[src/rtl/config_pkg.sv]
`default_nettype none
// ============================================================================
//  Module      : config_pkg
//  Description : Core-wide configuration shared by the IFU predictors.
//                XLEN is the architectural address width; the ICLASS_*
//                constants give bit positions within the 4-bit
//                instruction-class vectors
//                (bit3 call, bit2 return, bit1 jump, bit0 branch).
//  Revision    : 1.0 - initial release
// ============================================================================
package config_pkg;

  localparam int XLEN        = 32;

  localparam int ICLASS_CALL = 3;
  localparam int ICLASS_RET  = 2;
  localparam int ICLASS_JUMP = 1;
  localparam int ICLASS_BR   = 0;

  typedef logic [XLEN-1:0] xlen_t;

endpackage : config_pkg
`default_nettype wire

[src/rtl/ras_stack.sv]
`default_nettype none
// ============================================================================
//  Module      : ras_stack
//  Description : DEPTH x XLEN register array backing the return address
//                stack. One synchronous write port, one asynchronous read
//                port, and a synchronous clear of every entry on reset.
//  Ports       : clk, reset       - clock, synchronous active-high reset
//                we_i, waddr_i    - write enable and write index
//                wdata_i          - write data
//                raddr_i          - read index
//                rdata_o          - stack[raddr_i], combinational
//  Revision    : 1.0 - initial release
// ============================================================================
module ras_stack
  import config_pkg::*;
#(
  parameter int DEPTH = 16,
  parameter int PTR_W = $clog2(DEPTH)
) (
  input  logic             clk,
  input  logic             reset,
  input  logic             we_i,
  input  logic [PTR_W-1:0] waddr_i,
  input  logic [XLEN-1:0]  wdata_i,
  input  logic [PTR_W-1:0] raddr_i,
  output logic [XLEN-1:0]  rdata_o
);

  logic [XLEN-1:0] mem_q [DEPTH];

  for (genvar i = 0; i < DEPTH; i++) begin : g_entry
    always_ff @(posedge clk) begin
      if (reset) begin
        mem_q[i] <= '0;
      end else if (we_i && (waddr_i == PTR_W'(i))) begin
        mem_q[i] <= wdata_i;
      end
    end
  end

  assign rdata_o = mem_q[raddr_i];

endmodule : ras_stack
`default_nettype wire

[src/rtl/ras_predictor.sv]
`default_nettype none
// ============================================================================
//  Module      : ras_predictor
//  Description : Speculative return address stack. Pops in Fetch on the BTB
//                return guess, pushes call link addresses in Execute, and
//                repairs the pointer when speculative pops are flushed or
//                the BTB return guess turns out false.
//                Optional feature macro: RAS_REPAIR_EN (pointer repair,
//                popped-flag pipeline and RASPCWrongE). Without it, every
//                fetch pop is permanent and RASPCWrongE is 0.
//  Ports       : clk, reset                 - clock, sync active-high reset
//                StallF/D/E/M, FlushD/E/M   - pipeline control
//                BTBIClassF                 - BTB class guess in Fetch
//                IClassD, IClassE           - decoded class in D and E
//                PCLinkE                    - link address of call in E
//                IEUAdrE                    - resolved target in E
//                RASPCF                     - predicted return address
//                RASPCWrongE                - E return mispredicted by RAS
//  Revision    : 1.0 - initial release
// ============================================================================
module ras_predictor
  import config_pkg::*;
#(
  parameter int DEPTH = 16
) (
  input  logic            clk,
  input  logic            reset,
  input  logic            StallF,
  input  logic            StallD,
  input  logic            StallE,
  input  logic            StallM,
  input  logic            FlushD,
  input  logic            FlushE,
  input  logic            FlushM,
  input  logic [3:0]      BTBIClassF,
  input  logic [3:0]      IClassD,
  input  logic [3:0]      IClassE,
  input  logic [XLEN-1:0] PCLinkE,
  input  logic [XLEN-1:0] IEUAdrE,
  output logic [XLEN-1:0] RASPCF,
  output logic            RASPCWrongE
);

  localparam int PTR_W = $clog2(DEPTH);

  logic [PTR_W-1:0]  Ptr_q, Ptr_d;
  logic [PTR_W-1:0]  PtrAdj, WrAdr;
  logic signed [2:0] AdjDelta, Delta;
  logic              PopF, PushE, LatePopE, RepD, RepE, FalseE;
  logic [XLEN-1:0]   StackTop;

  assign PopF  = BTBIClassF[ICLASS_RET]  & ~StallF & ~FlushD;
  assign PushE = IClassE[ICLASS_CALL]    & ~StallE & ~FlushM;

`ifdef RAS_REPAIR_EN
  logic            PoppedD_q, PoppedE_q;
  logic [XLEN-1:0] RASPCD_q, RASPCE_q;

  // Enable-then-clear flops: a flush only takes effect when the stage
  // is not stalled, matching how the rest of the pipeline advances.
  always_ff @(posedge clk) begin
    if (reset) begin
      PoppedD_q <= 1'b0;
      RASPCD_q  <= '0;
    end else if (~StallD) begin
      if (FlushD) begin
        PoppedD_q <= 1'b0;
        RASPCD_q  <= '0;
      end else begin
        PoppedD_q <= PopF;
        RASPCD_q  <= RASPCF;
      end
    end
  end

  always_ff @(posedge clk) begin
    if (reset) begin
      PoppedE_q <= 1'b0;
      RASPCE_q  <= '0;
    end else if (~StallE) begin
      if (FlushE) begin
        PoppedE_q <= 1'b0;
        RASPCE_q  <= '0;
      end else begin
        PoppedE_q <= PoppedD_q;
        RASPCE_q  <= RASPCD_q;
      end
    end
  end

  // A return in E that never popped in F was missed by the BTB.
  assign LatePopE = IClassE[ICLASS_RET] & ~PoppedE_q & ~StallE & ~FlushM;
  assign RepD     = FlushE & PoppedD_q;
  assign RepE     = FlushM & PoppedE_q;
  assign FalseE   = PoppedE_q & ~IClassE[ICLASS_RET] & ~StallE & ~FlushM;

  assign RASPCWrongE = ~reset & IClassE[ICLASS_RET] & PoppedE_q &
                       (RASPCE_q != IEUAdrE);

  logic unused_sigs;
  assign unused_sigs = ^{StallM, IClassD, BTBIClassF[3], BTBIClassF[1:0],
                         IClassE[1:0]};
`else
  // Without the flag pipeline every return is assumed to have popped in
  // fetch, so there is no late pop and nothing to repair.
  assign LatePopE    = 1'b0;
  assign RepD        = 1'b0;
  assign RepE        = 1'b0;
  assign FalseE      = 1'b0;
  assign RASPCWrongE = 1'b0;

  logic unused_sigs;
  assign unused_sigs = ^{StallD, StallM, FlushE, IClassD, IEUAdrE,
                         BTBIClassF[3], BTBIClassF[1:0], IClassE[2:0]};
`endif

  // Signed deltas: AdjDelta moves Ptr to the position the push builds on;
  // Delta is the full per-cycle change (-2..+3).
  always_comb begin
    AdjDelta = {2'b00, RepD} + {2'b00, RepE} + {2'b00, FalseE}
             - {2'b00, LatePopE};
    Delta    = AdjDelta - {2'b00, PopF} + {2'b00, PushE};
  end

  // Sized casts of signed deltas sign-extend (or truncate for tiny DEPTH);
  // the add then wraps modulo DEPTH.
  assign PtrAdj = Ptr_q + PTR_W'(AdjDelta);
  assign Ptr_d  = Ptr_q + PTR_W'(Delta);
  assign WrAdr  = PtrAdj + PTR_W'(1);

  always_ff @(posedge clk) begin
    if (reset) begin
      Ptr_q <= '0;
    end else begin
      Ptr_q <= Ptr_d;
    end
  end

  ras_stack #(
    .DEPTH (DEPTH),
    .PTR_W (PTR_W)
  ) u_stack (
    .clk     (clk),
    .reset   (reset),
    .we_i    (PushE),
    .waddr_i (WrAdr),
    .wdata_i (PCLinkE),
    .raddr_i (Ptr_q),
    .rdata_o (StackTop)
  );

  // A call in E is older than the return being fetched, so its link
  // address is forwarded straight to fetch.
  always_comb begin
    RASPCF = StackTop;
    if (PushE) RASPCF = PCLinkE;
    if (reset) RASPCF = '0;
  end

endmodule : ras_predictor
`default_nettype wire

[config.mk]
export PLATFORM = sky130hd
export DESIGN_NAME = ras_predictor
export DESIGN_NICKNAME = d
export VERILOG_FILES = /design/src/rtl/config_pkg.sv /design/src/rtl/ras_stack.sv /design/src/rtl/ras_predictor.sv
export SDC_FILE = /design/constraint.sdc
export NUM_CORES = 1
export LEC_CHECK = 0
export CAP_MARGIN = 20
export CORE_MARGIN = 2
export CORE_UTILIZATION = 45
export CTS_CLUSTER_SIZE = 14
export DETAILED_ROUTE_END_ITERATION = 8
export SLEW_MARGIN = 20
export SYNTH_ARGS = -nofsm -noshare
export SYNTH_HDL_FRONTEND = slang
export SYNTH_SLANG_ARGS = --single-unit
export TNS_END_PERCENT = 5
[constraint.sdc]
create_clock -name clk -period 4.2 [get_ports clk]
set_input_delay 1.26 -clock clk [delete_from_list [all_inputs] [get_ports clk]]
set_output_delay 1.26 -clock clk [all_outputs]
set_load 0.05 [all_outputs]
==> results.py <==
metrics = {
    "status": {
        "outcome": "finished clean",
    },
    "floorplan": {
        "start_util_pct": 45.4,
        "core_um2": 52400,
        "dieArea_um2": 54700,
        "die_y_um": 234,
        "ios": 118,
        "die-width_um": 234,
        "rows": 84,
    },
    "worst_setup_path": {
        "path_cells": "dlygate4sd2_1 -> nor3b_2 -> buf_4 -> nor3b_4 -> buf_12 -> buf_6 -> buf_16 -> a22oi_1 -> o21ai_1 -> buf_4 -> buf_12",
        "r2r_end": "u_stack.mem_q[8][19]",
        "cp_num_buf_inv": 7,
        "critPathArrivalTime_ps": 2890,
        "crit_type": "input pin to primary output",
        "slowest_stage": "dlygate4sd2_1",
        "r2r-start": "Ptr_q[1]",
        "cp.required_ps": 2940,
        "cpPeakStageDelay_ps": 250,
        "rrSetupSlack_ps": 1610,
        "crit_family": "buffers and inverters",
        "path_max_fanout": 7,
        "worstSetupEndpointType": "primary output",
        "critPathLaunchType": "input pin",
        "worstSetupStartpoint": "StallE",
        "rr_worst_depth": 7,
    },
    "timing": {
        "worstMarginPinSlew_ps": 771,
        "hold_violations": 0,
        "post-route-period-util_pct": 98.9,
        "setup_viol_count_final": 0,
        "slew_headroom_pct": 48.6,
        "maxSlewViolCount": 0,
        "fin_skew_ps": 19.8,
        "fin_crit_ps": 4150,
        "fmax_mhz": 241,
        "fin_setup_tns_ps": 0,
    },
    "clock_network": {
        "h-tree-depth": 2,
        "clock-sinks": 516,
        "ctsHoldBuffers": 0,
        "cts_root_buf": "clkbuf_16",
        "cts_buffers": 55,
        "clk_latency_ps": 620,
        "cts_tree": "done",
        "path_clk_slew_ps": 60,
        "clockBufferDepth": 3,
    },
    "pwr": {
        "ir_worst_vdd_mv": 0.256,
        "seqPwrFrac_pct": 48.2,
        "p_sw_share_pct": 24.1,
        "internal-power_mw": 9.30,
        "power_density_nw_per_um2": 421,
        "power.total_mw": 12.3,
        "power_leakage_nw": 10.5,
        "pwr-share-clk_pct": 38.9,
        "power_switching_mw": 2.96,
        "combPwrFrac_pct": 12.9,
    },
    "place": {
        "place.gp.congestion": 0.792,
        "detailed_place_hpwl_um": 38700,
        "io_buffers": 71,
    },
    "logic_synthesis": {
        "synthArstFlopShare_pct": 0,
        "synth_nets": 1717,
        "synth_edf_count": 512,
        "synthesis.area_per_instance_um2": 14.6,
        "syn-cell-area_um2": 23800,
        "yosys_warnings": 0,
        "ys_seq_area_share_pct": 64.9,
        "ys_ff_latch": 516,
        "netlist_instances": 1627,
        "ys.flop_type": "edfxtp_1",
        "yosysUniqueCellTypes": 39,
    },
    "route": {
        "ant_nets": 0,
        "drc": 0,
        "viasPerCell": 5.69,
        "drtIter0Drc": 1498,
        "wire_per_inst_um": 27.0,
        "vias": 14300,
        "wirelength_um": 68200,
        "first_pass_iters": 5,
    },
    "global_routing": {
        "grt_pass1_vias": 14900,
        "grt_overflow": 0,
        "grt_max_degree": 46,
        "grtUsageTotal_pct": 25.6,
        "antenna_found_initial": 5,
        "grt_pass1_wl_um": 99700,
    },
    "cells_and_area": {
        "area_growth_syn_to_layout_pct": 22.2,
        "drive_above_1_share_pct": 24.7,
        "final_cell_mix": "512 x and2_1, 512 x edfxtp_1, 129 x buf_4",
        "nets": 1877,
    },
    "min_path": {
        "hold_path_depth": 3,
        "min_to": "Ptr_q[3]",
        "min-delay-start": "Ptr_q[3]",
        "hold_path_class": "flop to flop",
    },
    "flow_run": {
        "drv_cap": 0,
    },
}
## what timing repair did
item,in CTS,in global routing
buffers inserted,14,8
cloned,5,0
setup endpoints to repair,32,26
resized for setup,47,10
pin swaps,13,2
## tightest hold or removal path, delay by kind of cell (launching register included)
family	cells	cell delay, ps
xor gates and xnor gates	2	300
DFF	1	390
and+or+nand+nor	1	40
## layout make-up
| cell class | instances | area (um2) |
|---|---|---|
| multi-input combinational | 963 | 8050 |
| timing repair buffer | 249 | 2960 |
| tap | 688 | 861 |
| sequential | 516 | 15500 |
| antenna | 1 | 2.50 |
| inverter | 2 | 8.76 |
| clock buffer | 72 | 1470 |
| clock inverter | 31 | 282 |
| fill | 4127 | 23400 |
## worst max path at each step
stage	end	slack, ps	cells after the start
CTS	RASPCF[18]	-40	7
global placement	RASPCF[18]	-200	9
detailed placement	RASPCF[19]	-190	9
global route	RASPCF[6]	-10	11
floorplan	RASPCF[10]	-350	4
finish	RASPCF[18]	50	11
## cells in the mapped netlist, types with 2 or more instances
| library cell | number | share of area, % |
|---|---|---|
| nor3b_1 | 2 | 0.063 |
| buf_2 | 18 | 0.38 |
| ha_1 | 4 | 0.21 |
| a21oi_1 | 29 | 0.61 |
| mux4_2 | 75 | 7.1 |
| nand2_1 | 23 | 0.36 |
| dfxtp_1 | 4 | 0.34 |
| o221ai_1 | 14 | 0.52 |
| nand2b_1 | 5 | 0.13 |
| nor2_1 | 23 | 0.36 |
| buf_1 | 2 | 0.032 |
| buf_4 | 9 | 0.28 |
| o21ai_0 | 27 | 0.57 |
| mux2_2 | 28 | 1.3 |
| o21bai_1 | 16 | 0.50 |
| xnor2_1 | 3 | 0.11 |
| and2_1 | 512 | 13 |
| edfxtp_1 | 512 | 65 |
| nor2b_1 | 3 | 0.079 |
| a22oi_1 | 28 | 0.88 |
| nor3_1 | 29 | 0.61 |
| clkbuf_1 | 111 | 1.8 |
| o22ai_1 | 28 | 0.74 |
| buf_6 | 5 | 0.24 |
| nand3_1 | 2 | 0.042 |
| mux2i_1 | 88 | 3.7 |
| or2_2 | 2 | 0.053 |
| a211oi_1 | 14 | 0.44 |
## cell families (layout without fill, tap and decap cells)
logic type                 Yosys count  in the layout  synth area share (%)
adders and majority gates            5              5                 0.294
other                                1              2                0.0158
buffers and inverters              148            354                  2.80
and+or+nand+nor                    604            604                  15.3
DFF                                516            516                  64.9
xor gates and xnor gates             3              3                 0.110
muxes                              192            192                  12.2
AOI/OAI and AO/OA                  158            158                  4.31
## routing by layer
metal / wire (um) / track usage [%] / part of all wire [%]
met1: 27300 / 34.1 / 40
met3: 4980 / 4.12 / 7.3
met4: 2220 / 9.30 / 3.3
met2: 33700 / 42.6 / 49
met5: 8 / 0 / 0.012
## power by group through the flow
stage          Clock [mW]  Sequential, mW  Combinational, mW
6_report             4.77            5.90               1.59
5_1_grt              5.03            5.92               1.67
4_1_cts              4.83            5.91               1.57
3_5_place_dp            0            6.02               1.51
3_3_place_gp            0            6.01               1.50
2_1_floorplan           0            5.99              0.839
## metrics by stage
stage / setup slack (ps) / instances / utilization (%) / hold WS (ps) / area (um2)
after floorplan: -348 / 1627 / - / 557 / 23800
after global placement: -205 / 2391 / 51.2 / 778 / 26800
after detailed placement: -185 / 2391 / 51.2 / 797 / 26800
after CTS: -35.8 / 2513 / 55.3 / 813 / 29000
after global routing: -14.4 / 2521 / 55.5 / 830 / 29100
final: 46.9 / 2522 / 55.5 / 785 / 29100
## state kept, by name (all words and copies together) (netlist names)
register / count
Ptr_q: 4
u_stack.mem_q: 512
(Power assumes the default switching activity.)
